<file path="src/rtl/arm_pipe_pkg.sv">
// rtl/arm_pipe_pkg.sv - shared pipeline control types and constants
package arm_pipe_pkg;

    localparam int REG_IDX_W = 4;
    localparam int WAIT_W    = 4;

    typedef enum logic {
        IDLE = 1'b0,
        BUSY = 1'b1
    } sram_state_t;

    // Ordered so a larger value always wins; the forwarding unit uses the same ranking.
    typedef enum logic [1:0] {
        PRI_NONE   = 2'd0,
        PRI_HAZARD = 2'd1,
        PRI_BRANCH = 2'd2,
        PRI_STALL  = 2'd3
    } ctrl_pri_t;

endpackage

</file>
<file path="src/rtl/pipe_hazard_ctrl_if.sv">
// rtl/pipe_hazard_ctrl_if.sv - hazard controller pipeline-side signal bundle
interface pipe_hazard_ctrl_if
    import arm_pipe_pkg::*;
#(
    parameter int CNT_W = 16
);
    logic [REG_IDX_W-1:0] id_src1;
    logic                 id_src1_vld;
    logic [REG_IDX_W-1:0] id_src2;
    logic                 id_two_src;
    logic [REG_IDX_W-1:0] exe_dest;
    logic                 exe_wb_en;
    logic                 exe_mem_r_en;
    logic [REG_IDX_W-1:0] mem_dest;
    logic                 mem_wb_en;
    logic                 mem_r_en;
    logic                 mem_w_en;
    logic                 fwd_en;
    logic                 exe_branch_taken;
    logic                 if_freeze;
    logic                 if_flush;
    logic                 id_freeze;
    logic                 id_flush;
    logic                 exe_freeze;
    logic                 mem_freeze;
    logic                 sram_ready;
    logic [CNT_W-1:0]     bubble_cnt;
    logic [CNT_W-1:0]     stall_cnt;

    modport master (
        output id_src1, id_src1_vld, id_src2, id_two_src,
        output exe_dest, exe_wb_en, exe_mem_r_en,
        output mem_dest, mem_wb_en, mem_r_en, mem_w_en,
        output fwd_en, exe_branch_taken,
        input  if_freeze, if_flush, id_freeze, id_flush, exe_freeze, mem_freeze,
        input  sram_ready, bubble_cnt, stall_cnt
    );

    modport slave (
        input  id_src1, id_src1_vld, id_src2, id_two_src,
        input  exe_dest, exe_wb_en, exe_mem_r_en,
        input  mem_dest, mem_wb_en, mem_r_en, mem_w_en,
        input  fwd_en, exe_branch_taken,
        output if_freeze, if_flush, id_freeze, id_flush, exe_freeze, mem_freeze,
        output sram_ready, bubble_cnt, stall_cnt
    );
endinterface

</file>
<file path="src/rtl/sram_wait_fsm.sv">
// rtl/sram_wait_fsm.sv - MEM-stage SRAM wait-state sequencer
module sram_wait_fsm
    import arm_pipe_pkg::*;
#(
    parameter int SRAM_WAIT = 3
) (
    input  logic clk,
    input  logic rst_n,
    input  logic mem_acc,
    output logic mem_stall,
    output logic sram_ready
);
    localparam logic [WAIT_W-1:0] WAIT_LOAD = (SRAM_WAIT > 0) ? WAIT_W'(SRAM_WAIT - 1) : '0;

    sram_state_t       state, state_nxt;
    logic [WAIT_W-1:0] wait_cnt, wait_nxt;
    logic              stall_raw, ready_raw;

    always_ff @(posedge clk or negedge rst_n) begin
        if (!rst_n) begin
            state    <= IDLE;
            wait_cnt <= '0;
        end else begin
            state    <= state_nxt;
            wait_cnt <= wait_nxt;
        end
    end

    always_comb begin
        state_nxt = state;
        wait_nxt  = wait_cnt;
        stall_raw = 1'b0;
        ready_raw = 1'b0;
        if (state == IDLE) begin
            if (mem_acc) begin
                if (SRAM_WAIT == 0) begin
                    ready_raw = 1'b1;
                end else begin
                    stall_raw = 1'b1;
                    wait_nxt  = WAIT_LOAD;
                    state_nxt = BUSY;
                end
            end
        end else begin
            if (wait_cnt != '0) begin
                stall_raw = 1'b1;
                wait_nxt  = wait_cnt - 1'b1;
            end else begin
                ready_raw = 1'b1;
                state_nxt = IDLE;
            end
        end
    end

    // The IDLE decode is combinational from mem_acc, so mask it while reset is held.
    assign mem_stall  = rst_n & stall_raw;
    assign sram_ready = rst_n & ready_raw;

endmodule

</file>
<file path="src/rtl/pipe_hazard_ctrl.sv">
// rtl/pipe_hazard_ctrl.sv - pipeline freeze/flush controller with bubble and stall counters
module pipe_hazard_ctrl
    import arm_pipe_pkg::*;
#(
    parameter int SRAM_WAIT = 3,
    parameter int CNT_W     = 16
) (
    input  logic                clk,
    input  logic                rst_n,
    pipe_hazard_ctrl_if.slave   bus
);
    logic      mem_stall;
    logic      exe_prod, mem_prod;
    logic      src1_hit, src2_hit, data_hz;
    ctrl_pri_t pri;
    logic [CNT_W-1:0] bubble_q, stall_q;

    sram_wait_fsm #(.SRAM_WAIT(SRAM_WAIT)) u_sram_wait_fsm (
        .clk        (clk),
        .rst_n      (rst_n),
        .mem_acc    (bus.mem_r_en | bus.mem_w_en),
        .mem_stall  (mem_stall),
        .sram_ready (bus.sram_ready)
    );

    // With forwarding on, only a load in EXE cannot be bypassed in time.
    assign exe_prod = bus.fwd_en ? (bus.exe_wb_en & bus.exe_mem_r_en) : bus.exe_wb_en;
    assign mem_prod = ~bus.fwd_en & bus.mem_wb_en;

    assign src1_hit = bus.id_src1_vld &
                      ((exe_prod & (bus.exe_dest == bus.id_src1)) |
                       (mem_prod & (bus.mem_dest == bus.id_src1)));
    assign src2_hit = bus.id_two_src &
                      ((exe_prod & (bus.exe_dest == bus.id_src2)) |
                       (mem_prod & (bus.mem_dest == bus.id_src2)));
    assign data_hz  = src1_hit | src2_hit;

    always_comb begin
        pri = PRI_NONE;
        if (!rst_n)                    pri = PRI_NONE;
        else if (mem_stall)            pri = PRI_STALL;
        else if (bus.exe_branch_taken) pri = PRI_BRANCH;
        else if (data_hz)              pri = PRI_HAZARD;
    end

    always_comb begin
        bus.if_freeze  = 1'b0;
        bus.if_flush   = 1'b0;
        bus.id_freeze  = 1'b0;
        bus.id_flush   = 1'b0;
        bus.exe_freeze = 1'b0;
        bus.mem_freeze = 1'b0;
        case (pri)
            PRI_STALL: begin
                bus.if_freeze  = 1'b1;
                bus.id_freeze  = 1'b1;
                bus.exe_freeze = 1'b1;
                bus.mem_freeze = 1'b1;
            end
            PRI_BRANCH: begin
                bus.if_flush = 1'b1;
                bus.id_flush = 1'b1;
            end
            PRI_HAZARD: begin
                bus.if_freeze = 1'b1;
                bus.id_flush  = 1'b1;
            end
            default: ;
        endcase
    end

    always_ff @(posedge clk or negedge rst_n) begin
        if (!rst_n) begin
            bubble_q <= '0;
            stall_q  <= '0;
        end else begin
            if (pri == PRI_HAZARD && bubble_q != '1)
                bubble_q <= bubble_q + CNT_W'(1);
            if (pri == PRI_STALL && stall_q != '1)
                stall_q <= stall_q + CNT_W'(1);
        end
    end

    assign bus.bubble_cnt = bubble_q;
    assign bus.stall_cnt  = stall_q;

endmodule

</file>
<file path="src/flat_wrapper.sv">
// flat-port wrapper written by rule: the top's interface ports become plain ports
module pipe_hazard_ctrl_flat import arm_pipe_pkg::*;
#(
    parameter int SRAM_WAIT = 3,
    parameter int CNT_W     = 16
)
  (clk, rst_n, bus_id_src1, bus_id_src1_vld, bus_id_src2, bus_id_two_src, bus_exe_dest, bus_exe_wb_en, bus_exe_mem_r_en, bus_mem_dest, bus_mem_wb_en, bus_mem_r_en, bus_mem_w_en, bus_fwd_en, bus_exe_branch_taken, bus_if_freeze, bus_if_flush, bus_id_freeze, bus_id_flush, bus_exe_freeze, bus_mem_freeze, bus_sram_ready, bus_bubble_cnt, bus_stall_cnt);
  pipe_hazard_ctrl_if #(.CNT_W(CNT_W)) bus_i ();
  input  logic clk;
  input  logic rst_n;
  input wire logic [$bits(bus_i.id_src1)-1:0] bus_id_src1;
  input wire logic [$bits(bus_i.id_src1_vld)-1:0] bus_id_src1_vld;
  input wire logic [$bits(bus_i.id_src2)-1:0] bus_id_src2;
  input wire logic [$bits(bus_i.id_two_src)-1:0] bus_id_two_src;
  input wire logic [$bits(bus_i.exe_dest)-1:0] bus_exe_dest;
  input wire logic [$bits(bus_i.exe_wb_en)-1:0] bus_exe_wb_en;
  input wire logic [$bits(bus_i.exe_mem_r_en)-1:0] bus_exe_mem_r_en;
  input wire logic [$bits(bus_i.mem_dest)-1:0] bus_mem_dest;
  input wire logic [$bits(bus_i.mem_wb_en)-1:0] bus_mem_wb_en;
  input wire logic [$bits(bus_i.mem_r_en)-1:0] bus_mem_r_en;
  input wire logic [$bits(bus_i.mem_w_en)-1:0] bus_mem_w_en;
  input wire logic [$bits(bus_i.fwd_en)-1:0] bus_fwd_en;
  input wire logic [$bits(bus_i.exe_branch_taken)-1:0] bus_exe_branch_taken;
  output wire logic [$bits(bus_i.if_freeze)-1:0] bus_if_freeze;
  output wire logic [$bits(bus_i.if_flush)-1:0] bus_if_flush;
  output wire logic [$bits(bus_i.id_freeze)-1:0] bus_id_freeze;
  output wire logic [$bits(bus_i.id_flush)-1:0] bus_id_flush;
  output wire logic [$bits(bus_i.exe_freeze)-1:0] bus_exe_freeze;
  output wire logic [$bits(bus_i.mem_freeze)-1:0] bus_mem_freeze;
  output wire logic [$bits(bus_i.sram_ready)-1:0] bus_sram_ready;
  output wire logic [$bits(bus_i.bubble_cnt)-1:0] bus_bubble_cnt;
  output wire logic [$bits(bus_i.stall_cnt)-1:0] bus_stall_cnt;
  assign bus_i.id_src1 = bus_id_src1;
  assign bus_i.id_src1_vld = bus_id_src1_vld;
  assign bus_i.id_src2 = bus_id_src2;
  assign bus_i.id_two_src = bus_id_two_src;
  assign bus_i.exe_dest = bus_exe_dest;
  assign bus_i.exe_wb_en = bus_exe_wb_en;
  assign bus_i.exe_mem_r_en = bus_exe_mem_r_en;
  assign bus_i.mem_dest = bus_mem_dest;
  assign bus_i.mem_wb_en = bus_mem_wb_en;
  assign bus_i.mem_r_en = bus_mem_r_en;
  assign bus_i.mem_w_en = bus_mem_w_en;
  assign bus_i.fwd_en = bus_fwd_en;
  assign bus_i.exe_branch_taken = bus_exe_branch_taken;
  assign bus_if_freeze = bus_i.if_freeze;
  assign bus_if_flush = bus_i.if_flush;
  assign bus_id_freeze = bus_i.id_freeze;
  assign bus_id_flush = bus_i.id_flush;
  assign bus_exe_freeze = bus_i.exe_freeze;
  assign bus_mem_freeze = bus_i.mem_freeze;
  assign bus_sram_ready = bus_i.sram_ready;
  assign bus_bubble_cnt = bus_i.bubble_cnt;
  assign bus_stall_cnt = bus_i.stall_cnt;
  pipe_hazard_ctrl #(.SRAM_WAIT(SRAM_WAIT), .CNT_W(CNT_W)) u_core (.clk(clk), .rst_n(rst_n), .bus(bus_i));
endmodule
</file>
<file path="config.mk">
export PLATFORM = sky130hd
export DESIGN_NAME = pipe_hazard_ctrl_flat
export DESIGN_NICKNAME = d
export VERILOG_FILES = /design/src/rtl/arm_pipe_pkg.sv /design/src/rtl/pipe_hazard_ctrl_if.sv /design/src/rtl/sram_wait_fsm.sv /design/src/rtl/pipe_hazard_ctrl.sv /design/src/flat_wrapper.sv
export SDC_FILE = /design/constraint.sdc
export NUM_CORES = 1
export LEC_CHECK = 0
export CORE_MARGIN = 1.5
export CORE_UTILIZATION = 50
export CTS_CLUSTER_DIAMETER = 120
export CTS_CLUSTER_SIZE = 10
export DETAILED_ROUTE_END_ITERATION = 6
export HOLD_SLACK_MARGIN = 0.05
export PLACE_DENSITY = 0.87
export SYNTH_ARGS = -nofsm -noshare
export SYNTH_HDL_FRONTEND = slang
export SYNTH_SLANG_ARGS = --single-unit
export TNS_END_PERCENT = 5
</file>
<file path="constraint.sdc">
create_clock -name clk -period 5.5 [get_ports clk]
set_input_delay 1.1 -clock clk [delete_from_list [all_inputs] [get_ports clk]]
set_output_delay 1.1 -clock clk [all_outputs]
set_load 0.02 [all_outputs]
</file>
==> impl_metrics.env <==
export IMPL_worstPathMaxFanout=2
export IMPL_gp_congestion=0.782
export IMPL_arrival_ns=3.33
export IMPL_tightest_slew_ns=0.470
export IMPL_routed_top_layer="met5"
export IMPL_synthesis_area_um2=2080
export IMPL_drt_wl_total_mm=4.32
export IMPL_cts_resized=0
export IMPL_clock_fmax_mhz=226
export IMPL_fin_skew_ns=0.00752
export IMPL_ctsHoldBuffers=0
export IMPL_dp_final_hpwl_mm=3.44
export IMPL_clk_path_buf_depth=2
export IMPL_num_vias=1722
export IMPL_rsz0062_at_grt="no"
export IMPL_num_rows=23
export IMPL_routed_via_density=5.35
export IMPL_hold_path_class="reg -> reg"
export IMPL_numCtsBuffers=5
export IMPL_setup_ws_ns=1.07
export IMPL_worstSetupPathType="in -> out"
export IMPL_die_y_um=67.5
export IMPL_final_common_cell="clkdlybuf4s50_1"
export IMPL_final_nets=305
export IMPL_grt_pass1_vias=1703
export IMPL_synth_seq_area_share=0.445
export IMPL_cts_tree="done"
export IMPL_required_ns=4.40
export IMPL_avgSynthCellArea_um2=10.4
export IMPL_antenna_found_initial=1
export IMPL_peakVddDrop_mv=0.189
export IMPL_pre_cts_slack_ns=1.06
export IMPL_period_share=0.806
export IMPL_ys_ff_latch=37
export IMPL_finalHoldViolCount=0
export IMPL_m1WireLength_mm=1.73
export IMPL_ant_nets=0
export IMPL_clkTransAtPathRegs_ns=0.07
export IMPL_cts_sinks=37
export IMPL_clk_latency_ns=0.29
export IMPL_grt_pass1_wl_mm=7.43
export IMPL_status="completed"
export IMPL_drt_iter0_markers=116
export IMPL_final_cell_area_um2=2870
export IMPL_mostFrequentLayoutCells="clkdlybuf4s50_1 (64), dfrtp_1 (37), xnor2_1 (22)"
export IMPL_area_growth_pct=37.7
export IMPL_holdWs_ns=0.487
export IMPL_dieArea_um2=4560
export IMPL_first_pass_iters=4
export IMPL_p_per_area_nw_per_um2=358
export IMPL_slew_limit_headroom=0.687
export IMPL_ys_warn_count=0
export IMPL_syn_inst=200
export IMPL_placed_area_um2=2780
export IMPL_core_um2=4000
export IMPL_overflow=0
export IMPL_io_pins=66
export IMPL_power_total_mw=1.03
export IMPL_met3_length_um=285
export IMPL_n_fill_cell=302
export IMPL_setup_viol=0
export IMPL_min_period_ns=4.43
export IMPL_start_util=0.520
export IMPL_worstSetupStartpointType="input port"
export IMPL_ys_flop_type="dfrtp_1"
export IMPL_leakagePower_nw=1.24
export IMPL_synth_edff_count=0
export IMPL_wl_met2_mm=2.21
export IMPL_drc=0
export IMPL_num_antenna_cells=0
export IMPL_track_usage=0.220
export IMPL_syn_nets=234
export IMPL_grt_max_degree=39
export IMPL_fin_tns_setup_ns=0
export IMPL_synth_async_reset_ratio=1.00
export IMPL_drv_slew=0
export IMPL_yosysUniqueCellTypes=38
export IMPL_die_x_um=67.5
export IMPL_maxCapViolations=0
export IMPL_cts_setup_buffers=0
export IMPL_portBuffers=65
export IMPL_cp_end_kind="output port"
export IMPL_cts_root_buf="clkbuf_8"
export IMPL_drive_gt1_frac=0.0809
export IMPL_avgRoutedWirePerCell_um=13.4
export IMPL_htreeDepth=2
kinds of logic (layout without fill, tap and decap cells):
logic type | Yosys count | after routing | synth area share
AOI/OAI and AO/OA | 22 | 22 | 0.0763
muxes | 3 | 3 | 0.0162
xor gates and xnor gates | 43 | 43 | 0.181
buffers and inverters | 14 | 86 | 0.0288
adders and majority gates | 7 | 7 | 0.0421
and+or+nand+nor | 74 | 74 | 0.211
DFF | 37 | 37 | 0.445
path summary, 6_finish.rpt:
path | start | endpoint | slack, ns | cells past startpoint
max reg2reg | u_core.u_sram_wait_fsm.wait_cnt[0] | u_core.bus.bubble_cnt[15] | 2.54 | 13
min in group asynchronous | rst_n | u_core.bus.stall_cnt[1] | 0.89 | 2
max in group asynchronous | rst_n | u_core.bus.bubble_cnt[8] | 4.28 | 2
min reg2reg | u_core.bus.bubble_cnt[7] | u_core.bus.bubble_cnt[7] | 0.49 | 1
max | bus_mem_dest[0] | bus_id_flush | 1.07 | 9
min | u_core.bus.bubble_cnt[7] | u_core.bus.bubble_cnt[7] | 0.49 | 1
layout make-up:
class                           instances  area, um2  share of cell area
Clock buffer                            7       76.3              0.0266
Clock inverter                          1       7.51             0.00262
Inverter                               12       45.0              0.0157
Multi-Input combinational cell        149       1100               0.382
Sequential cell                        37        926               0.323
Tap cell                               50       62.6              0.0218
Timing Repair Buffer                   66        653               0.228
synthesized netlist by cell type (3+ instances only):
master   number  area, um2
nand4_1      13       81.3
o21ai_0       6       30.0
xor2_1       21        184
nand2_1      13       48.8
nand3_1       8       40.0
xnor2_1      22        193
ha_1          7       87.6
nor2_1       12       45.0
mux2_2        3       33.8
inv_1        12       45.0
dfrtp_1      37        926
a21oi_1       6       30.0
nor3_1        7       35.0
stage by stage:
step | utilization | instances
floorplan | - | 200
CTS | 0.717 | 322
finish | 0.717 | 322
global route | 0.717 | 322
detailed placement | 0.696 | 314
global placement | 0.696 | 314
registers in the layout, indices dropped and copies added (netlist names):
register                         flops
u_core.u_sram_wait_fsm.wait_cnt      4
u_core.bus.bubble_cnt               16
u_core.u_sram_wait_fsm.state         1
u_core.bus.stall_cnt                16
report_power, final:
part / internal (mW) / switching, mW
Clock: 0.0896 / 0.0945
Combinational: 0.211 / 0.222
Sequential: 0.333 / 0.0774
Total: 0.633 / 0.394
worst max-delay path, cell delays in order:
cell             delay [ns]
clkdlybuf4s50_1        0.52
xor2_1                 0.19
nor3_1                 0.07
nand4_1                0.07
o21ai_0                0.10
o311ai_0               0.34
ha_1                   0.29
inv_1                  0.05
clkdlybuf4s50_1        0.60
metal layers:
metal | vias to the layer above | track usage
li1 | 842 | -
met1 | 816 | 0.246
met2 | 51 | 0.379
met3 | 11 | 0.0800
met4 | 2 | 0.0842
met5 | - | 0
(Power assumes the default switching activity.)
